===== config.mk =====
export PLATFORM = sky130hd
export DESIGN_NAME = rx_freq_sched
export DESIGN_NICKNAME = d
export VERILOG_FILES = /design/src/rtl/rx_freq_sched.sv
export SDC_FILE = /design/constraint.sdc
export NUM_CORES = 1
export LEC_CHECK = 0
export BUFFER_PORTS_ARGS = -buffer_cell sky130_fd_sc_hd__buf_4
export CAP_MARGIN = 0
export CORE_AREA = 10 10 164 166
export CTS_CLUSTER_DIAMETER = 30
export DETAILED_ROUTE_END_ITERATION = 10
export DIE_AREA = 0 0 174 176
export PLACE_DENSITY = 0.7
export SLEW_MARGIN = 40
export SYNTH_ARGS = -nofsm -noshare
export SYNTH_HDL_FRONTEND = slang
export SYNTH_SLANG_ARGS = --single-unit

===== constraint.sdc =====
create_clock -name adc_clk -period 12.05 [get_ports adc_clk]
set_input_delay 1.205 -clock adc_clk [delete_from_list [all_inputs] [get_ports adc_clk]]
set_output_delay 1.205 -clock adc_clk [all_outputs]
set_load 0.01 [all_outputs]

===== src/rtl/rx_freq_sched.sv =====
// Round-robin scheduler that loads per-channel tuning words into the rx DDCs.
// Each grant runs an H/L strobe pair on a one-hot select and then acks the requester.
module rx_freq_sched #(
    parameter int N_CHANS   = 8,
    parameter int FREQ_BITS = 48,
    parameter int SYNC_TMO  = 1024
) (
    input  logic                           adc_clk,
    input  logic                           rst,
    input  logic [N_CHANS-1:0]             req_A,
    input  logic [N_CHANS*FREQ_BITS-1:0]   freq_A,
    input  logic                           sync_en_A,
    input  logic                           rx_avail_A,
    output logic [N_CHANS-1:0]             rx_sel_A,
    output logic                           set_freqH_A,
    output logic                           set_freqL_A,
    output logic [31:0]                    freq_dout_A,
    output logic [N_CHANS-1:0]             ack_A,
    output logic                           busy_A,
    output logic                           sync_tmo_A
);

    localparam int CW = $clog2(N_CHANS);
    localparam int TW = $clog2(SYNC_TMO);
    localparam logic [N_CHANS-1:0] ONE = N_CHANS'(1);

    typedef enum logic [2:0] {
        S_IDLE, S_ARB, S_WAIT_SYNC, S_LOAD_H, S_LOAD_L, S_ACK
    } state_t;

    state_t                            state;
    logic [CW-1:0]                     last_gnt;
    logic [CW-1:0]                     gnt;
    logic [FREQ_BITS-1:0]              word_q;
    logic [TW-1:0]                     ctr;
    logic [N_CHANS-1:0][FREQ_BITS-1:0] freq_w;

    logic          arb_hit;
    logic [CW-1:0] arb_gnt;
    logic [CW:0]   cand;

    assign freq_w = freq_A;

    // Walk last+N down to last+1 so the nearest requester after last_gnt wins.
    always_comb begin
        arb_hit = 1'b0;
        arb_gnt = '0;
        cand    = '0;
        for (int i = N_CHANS; i >= 1; i--) begin
            cand = {1'b0, last_gnt} + (CW+1)'(i);
            if (cand >= (CW+1)'(N_CHANS))
                cand = cand - (CW+1)'(N_CHANS);
            if (req_A[cand[CW-1:0]]) begin
                arb_hit = 1'b1;
                arb_gnt = cand[CW-1:0];
            end
        end
    end

    always_ff @(posedge adc_clk) begin
        if (rst) begin
            state       <= S_IDLE;
            last_gnt    <= CW'(N_CHANS-1);
            gnt         <= '0;
            word_q      <= '0;
            ctr         <= '0;
            rx_sel_A    <= '0;
            set_freqH_A <= 1'b0;
            set_freqL_A <= 1'b0;
            freq_dout_A <= '0;
            ack_A       <= '0;
            busy_A      <= 1'b0;
            sync_tmo_A  <= 1'b0;
        end else begin
            case (state)
                S_IDLE: begin
                    if (|req_A) begin
                        state  <= S_ARB;
                        busy_A <= 1'b1;
                    end
                end
                S_ARB: begin
                    ctr <= '0;
                    if (!arb_hit) begin
                        state  <= S_IDLE;
                        busy_A <= 1'b0;
                    end else begin
                        gnt    <= arb_gnt;
                        word_q <= freq_w[arb_gnt];
                        if (sync_en_A) begin
                            state <= S_WAIT_SYNC;
                        end else begin
                            state       <= S_LOAD_H;
                            rx_sel_A    <= ONE << arb_gnt;
                            set_freqH_A <= 1'b1;
                            freq_dout_A <= 32'(freq_w[arb_gnt][FREQ_BITS-1:32]);
                        end
                    end
                end
                S_WAIT_SYNC: begin
                    // A strobe on the final count still counts as a sync, not a timeout.
                    if (rx_avail_A || ctr == TW'(SYNC_TMO-1)) begin
                        if (!rx_avail_A)
                            sync_tmo_A <= 1'b1;
                        state       <= S_LOAD_H;
                        rx_sel_A    <= ONE << gnt;
                        set_freqH_A <= 1'b1;
                        freq_dout_A <= 32'(word_q[FREQ_BITS-1:32]);
                    end else begin
                        ctr <= ctr + TW'(1);
                    end
                end
                S_LOAD_H: begin
                    state       <= S_LOAD_L;
                    set_freqH_A <= 1'b0;
                    set_freqL_A <= 1'b1;
                    freq_dout_A <= word_q[31:0];
                end
                S_LOAD_L: begin
                    state       <= S_ACK;
                    rx_sel_A    <= '0;
                    set_freqL_A <= 1'b0;
                    freq_dout_A <= '0;
                    ack_A       <= ONE << gnt;
                end
                S_ACK: begin
                    state    <= S_IDLE;
                    ack_A    <= '0;
                    last_gnt <= gnt;
                    busy_A   <= 1'b0;
                end
                default: begin
                    state  <= S_IDLE;
                    busy_A <= 1'b0;
                end
            endcase
        end
    end

endmodule


======== After elaboration in Yosys (flattened, before gate mapping) ========
Cells that the tools add are included.
word-level totals
  register bits ........................... 119
  latch bits .............................. 0
  RAM bits ................................ 0
  ROM bits ................................ 0
  input port bits ......................... 396
  output and inout port bits .............. 52
  word-level logic and storage cells ...... 146
  memories ................................ 0
operators by class
  $add $sub $neg .......................... 17
  multiply operators ...................... 0
  div/mod/pow operators ................... 0
  $lt $le $gt $ge ......................... 17
  eq/ne operators ......................... 12
  shift-type cells ........................ 2
  muxes and demuxes ....................... 66
  bitwise operators ....................... 2
  reduce and logical (&&, ||, !) cells .... 18
operators with widths
  kind                     count
  $bmux W48 S3             1
  $pmux W32 S4             1
  $mux W32                 3
  $mux W3                  18
  $mux W48                 1
  $lt A3 B4 Y1 const B     9
  $ge A4 B4 Y1 const B     8
  $bmux W1 S3              8
  $mux W8                  3
  $pmux W8 S3              1
  $sub A3 B1 Y3 const B    8
  $mux W1                  22
  $pmux W10 S2             1
  $add A3 B3 Y4 const B    4
  $pmux W8 S2              1
  $shl A1 B3 Y8 const A    2
  $pmux W3 S5              1
  $ne A2 B2 Y1 const B     6
  $reduce_and A4 Y1        3
  $add A10 B1 Y10 const B  1
  $eq A10 B10 Y1 const B   1
  $mux W10                 1
  $add A3 B2 Y4 const B    2
  $reduce_or A8 Y1         1
  17 further kinds         27

======== Depth between registers and ports, before layout ========
  depth after elaboration ................. 18
  gate-level depth with buffers ........... 16
  mapped depth without buffers ............ 11

======== Worst setup path after synthesis ========
Ideal clock, no wire load.
  path type ............................... in2reg
  start point ............................. input req_A[6]
  end point ............................... register freq_dout_A[0]
  library setup time ...................... 0.124 ns
  arrival time ............................ 3.860 ns
  required time ........................... 11.926 ns
  path slack .............................. 8.066 ns
  cell stages on the path ................. 12
  buffers on the path ..................... 3
  cell sequence ........................... clkbuf_1 -> mux4_2 -> mux2_2 -> nand2_1 -> mux2i_1 -> a311o_1 -> and3_1 -> buf_6 -> buf_6 -> mux2_4 -> nor2b_1 -> a2111o_1
on the way
  word-level cells in the longest chain between the ends .. 15
  elaborated cells on any way between the ends .. 39
  classes of those cells .................. eq/ne: 1; mux: 37; reduce/logical: 1
RTL lines
  item                            line  text
  start: declaration              10    input logic [N_CHANS-1:0] req_A,
  $bmux W1 S3                     53    if (req_A[cand[CW-1:0]]) begin
  $mux W1 (implied by the code)   53
  $mux W3 (8 in a row)            53
  $bmux W48 S3                    96    freq_dout_A <= 32'(freq_w[arb_gnt][FREQ_BITS-1:32]);
  $mux W48 (implied by the code)  96
  $mux W32                        90    if (sync_en_A) begin
  $mux W32                        84    if (!arb_hit) begin
  $pmux W32 S4                    75    case (state)
  end signal: assignment          96
  end signal: assignment          108   freq_dout_A <= 32'(word_q[FREQ_BITS-1:32]);
  end signal: assignment          117   freq_dout_A <= word_q[31:0];
  end: declaration                17    output logic [31:0] freq_dout_A,
Several ways; a longest one is shown, not always the timed one. The select of a mux whose other input is x is not followed.
A chain may end at the register's enable or synchronous reset.

======== Worst setup path in the final report ========
  start point ............................. register last_gnt[1]
  end point ............................... register freq_dout_A[0]
on the way
  word-level cells in the longest chain between the ends .. 18
  elaborated cells on any way between the ends .. 71
  classes of those cells .................. add/sub: 16; order compare: 8; eq/ne: 1; mux: 45; reduce/logical: 1
RTL lines
  item                                           line    text
  start: declaration                             32      logic [CW-1:0] last_gnt;
  start signal: assignment                       63      last_gnt <= CW'(N_CHANS-1);
  start signal: assignment                       129     last_gnt <= gnt;
  $add A3 B4 Y4                                  50      cand = {1'b0, last_gnt} + (CW+1)'(i);
  $ge A4 B4 Y1 or $sub A3 B1 Y3 (tied branches)  51, 52
  $mux W3                                        51      if (cand >= (CW+1)'(N_CHANS))
  $bmux W1 S3                                    53
  $mux W1 (implied by the code)                  53
  $mux W3 (8 in a row)                           53
  $bmux W48 S3                                   96
  $mux W48 (implied by the code)                 96
  $mux W32                                       90
  $mux W32                                       84
  $pmux W32 S4                                   75
Several ways; a longest one is shown, not always the timed one. The select of a mux whose other input is x is not followed.

==> results.txt <==
The average detailed-routed wire length per instance came out at about 23 um. The total of hold buffers inserted after clock tree synthesis came out at 0. The number of gates resized after cts came out at 0. The mean instance size in the synthesized netlist came out at about 8.2 sq um. The number of maximum-capacitance violations is 0. The number of DRC markers after the initial detailed-route iteration came out at ~840.

The HPWL after detailed placement is 32,410 um. The worst clock skew is between 0.01 and 0.015 ns. The number of failing setup endpoints in the final timing report came out at 0. The total CTS buffers is 17. The part of the total power dissipated in the clock network came out at about 35%. The final max-slew violation count came out at 0.

For this run, the post-layout net count is roughly 1,900. The reg-to-reg setup timing slack came out at around 6.3 ns. The worst-case reg-to-reg path depth is 11. The final critical-path share of the clock period came out at 47.86%. The critical path in this run is classified as flop to flop. The count of final hold-check violations is 0. Setup repair after global routing left no endpoint under its margin. STA classifies the critical path endpoint as a flop. The sequential-to-total area share from yosys stat is between 20 and 30%. At the worst endpoint, the arrival time is roughly 6.1 ns. The most critical setup path has its startpoint at last_gnt[1]. The total wirelength of the detailed-routed design is approximately 42,000 um.

The fraction of layout instances using a drive strength above 1 is approximately 36%. The timing-limited maximum frequency is approximately 0.17 GHz. The internal power of the cells is approximately 1100 uW. The count of filler cells inserted in the layout came out at about 2,300. The required time reported for the critical path endpoint came out at roughly 12 ns.

The vias per cell came out at 5.647. The worst-case headroom to the max-slew limit came out at 46.08%. The maximum vdd drop is 0.09178 mV. STA classifies the critical path startpoint as a flop. The number of nets produced by synthesis came out at approximately 1,500. The summed negative setup slack over all endpoints came out at 0 ns. The number of clock sinks seen by CTS is approximately 120. The buffers inserted during post-CTS setup optimization is 0.

The capturing instance or port of the critical path is freq_dout_A[0]. The flow ran to the end, and the final reports show no timing, DRC or antenna violations. The clock insertion delay at the later pin of the skew report came out at about 0.43 ns. The worst register-to-register path ends at freq_dout_A[0]. The highest net fanout along the worst path came out at 60. The sequential share of power is around 29%.

Clock tree synthesis selected as its root buffer the cell clkbuf_16. The maximum buffer depth of the clock tree is 2. For this run, the leading register cell type out of synthesis is dfxtp_1.

The number of distinct library cell variants in the gate-level netlist after synthesis is 66. TritonCTS built the clock tree. The number of synthesized flops with an enable pin came out at 0. The detail route stage leaves a number of antenna-violating nets equal to 0. The pin count of the biggest net entering global routing is between 90 and 100.

In this run switching power makes up 34.41% of total power. The global-route wire length before repair came out at 61,840 um. The clock slew seen by the registers of the worst setup and hold paths is about 0.070 ns. The floorplan row count came out at 57. The effective utilization at floorplan came out at 38.85%. The core box area came out at ~0.024 sq mm.

For this design the ratio of total power to cell area is between 100 and 150 mW/mm^2. The total vias in the final route is between 10,000 and 15,000. The area of the die is between 0.03 and 0.04 sq mm. The post-layout minimum cycle time is approximately 5.8 ns. Pin placement for this block handled between 400 and 500 I/O pins. Input and output buffers added on the ports amount to 447. The overall global routing resource usage came out at 25.44%.

The path type of the worst min-delay path is flop to flop. The H-tree generated during clock tree synthesis spans 4 levels. The number of antenna violations at the first check in global routing came out at 2.

The Yosys step of the flow raised 0 warnings. The number of iterations in the first detailed-routing pass is 5. The number of global-route vias before repair was 10,529.

The DRC violation count after routing came out at 0. After synthesis, the share of flip-flops with an asynchronous set or reset is 0%. The reg-to-reg critical path startpoint is last_gnt[1]. The overall power after layout came out at 1681 uW. In this run, synthesis produced a sequential element count of around 120. The synthesized cell area came out at roughly 0.009 sq mm. The synthesized netlist cell count came out at around 1,100. The total global routing overflow is 0. The floorplan step set the die width to 174 um. The transition time at the pin with the least slew margin came out at 0.8088 ns. The vertical die dimension came out at 176 um. The proportion of power drawn by combinational gates came out at between 30% and 40%. In this run the static leakage power is between 0.006 and 0.007 uW.

The area growth from synthesis to layout is 44.78%. For this design the total switching power over the nets is around 580 uW. Routability-driven placement finished with a final weighted congestion of approximately 0.94.
## layout make-up
type                            count  area [sq um]  area share [%]
Sequential cell                   119          2382           17.78
Inverter                            8         30.03          0.2241
Clock inverter                     15         236.5           1.765
Multi-Input combinational cell    894          6419           47.91
Timing Repair Buffer              461          3497           26.10
Antenna cell                        1         2.502         0.01868
Tap cell                          324         405.4           3.026
Clock buffer                       17         425.4           3.175
## state kept, by name (all words and copies together), names as in the netlist
signal and cells:
freq_dout_A 32, word_q 48, ctr 10, set_freqH_A 1
set_freqL_A 1, ack_A 8, rx_sel_A 8, gnt 3
sync_tmo_A 1, last_gnt 3, state 3, busy_A 1
## cells in the final DEF (no fill, tap or decap), types with 7 or more instances in the layout
master     instances
a211oi_1          57
a2111oi_0         32
a221oi_1          19
o21ai_0           12
a22oi_1           39
mux2_1            14
mux4_2            11
clkbuf_16         17
buf_4            458
a21oi_1           86
a22o_1            17
and2_1            37
nor3_1            12
nor2_1           117
o21bai_1          32
inv_6              7
a2111o_1          16
mux2i_1          128
nand2_1          101
o221ai_1          16
nand3_1           14
or3_1              7
nor2b_1           24
dfxtp_1          119
mux2_2            16
mux2_4             9
## worst max-delay path, cell delays in order (launching register included)
cell and delay (ns):
dfxtp_1 0.80, inv_1 0.32, ha_1 0.84, mux4_2 0.45, mux2i_1 0.18, a221oi_1 0.32, a21boi_1 0.39, a211o_4 0.48
buf_4 0.70, nand3_1 0.73, nor2b_1 0.31, a2111o_1 0.14
## stage by stage
stage                     setup slack (ns)  instance area [sq um]  util (%)  hold WS (ns)  cells
after CTS                            6.046                  13380     56.17        0.4744   1837
after floorplan                      8.066                   9254         -        0.4581   1129
final                                6.283                  13400     56.25        0.4694   1839
after global placement               5.966                  12660     53.14        0.4593   1803
after detailed placement             6.048                  12720     53.39        0.4666   1805
after global routing                 5.712                  13400     56.25        0.4991   1839
## per-layer routing
| metal | GRT usage, % | part of all wire [%] | up-vias |
|---|---|---|---|
| li1 | - | - | 5024 |
| met2 | 43.54 | 50 | 448 |
| met1 | 30.35 | 40 | 4864 |
| met3 | 7.283 | 8.0 | 47 |
| met4 | 7.695 | 2.0 | 2 |
| met5 | 0 | 0.048 | - |
## kinds of logic after synthesis
kind of cell | share of synthesized area, %
xor+xnor | 0.9464
mux | 21.63
flops | 25.74
compound gates | 29.25
buf+inv | 5.598
fa+ha+maj | 0.4057
simple gates | 16.43
## how the worst min path moves through the flow
stage | start | end | slack (ns) | cells past startpoint
floorplan | ctr[6] | ctr[6] | 0.46 | 2
global placement | ack_A[7] | ack_A[7] | 0.46 | 2
CTS | ack_A[7] | ack_A[7] | 0.47 | 2
detailed placement | ack_A[7] | ack_A[7] | 0.47 | 2
global route | ack_A[7] | ack_A[7] | 0.50 | 2
finish | ack_A[7] | ack_A[7] | 0.47 | 2
## power groups by stage
stage	clock network (uW)	logic [uW]	registers, uW
4_1_cts	585	603	492
3_3_place_gp	0	591	499
3_5_place_dp	0	601	500
6_report	581	607	493
5_1_grt	606	657	498
2_1_floorplan	0	361	489
## Yosys cell counts, types with 32 or more instances
cell type / count / area, sq um
clkbuf_1: 60 / 225.2
a211oi_1: 57 / 427.9
nor2_1: 120 / 450.4
a21oi_1: 86 / 430.4
a22oi_1: 39 / 292.8
o21bai_1: 32 / 240.2
nand2_1: 101 / 379.1
a2111oi_0: 32 / 280.3
and2_1: 38 / 237.7
dfxtp_1: 119 / 2382
mux2i_1: 128 / 1281
(Power assumes the default switching activity.)
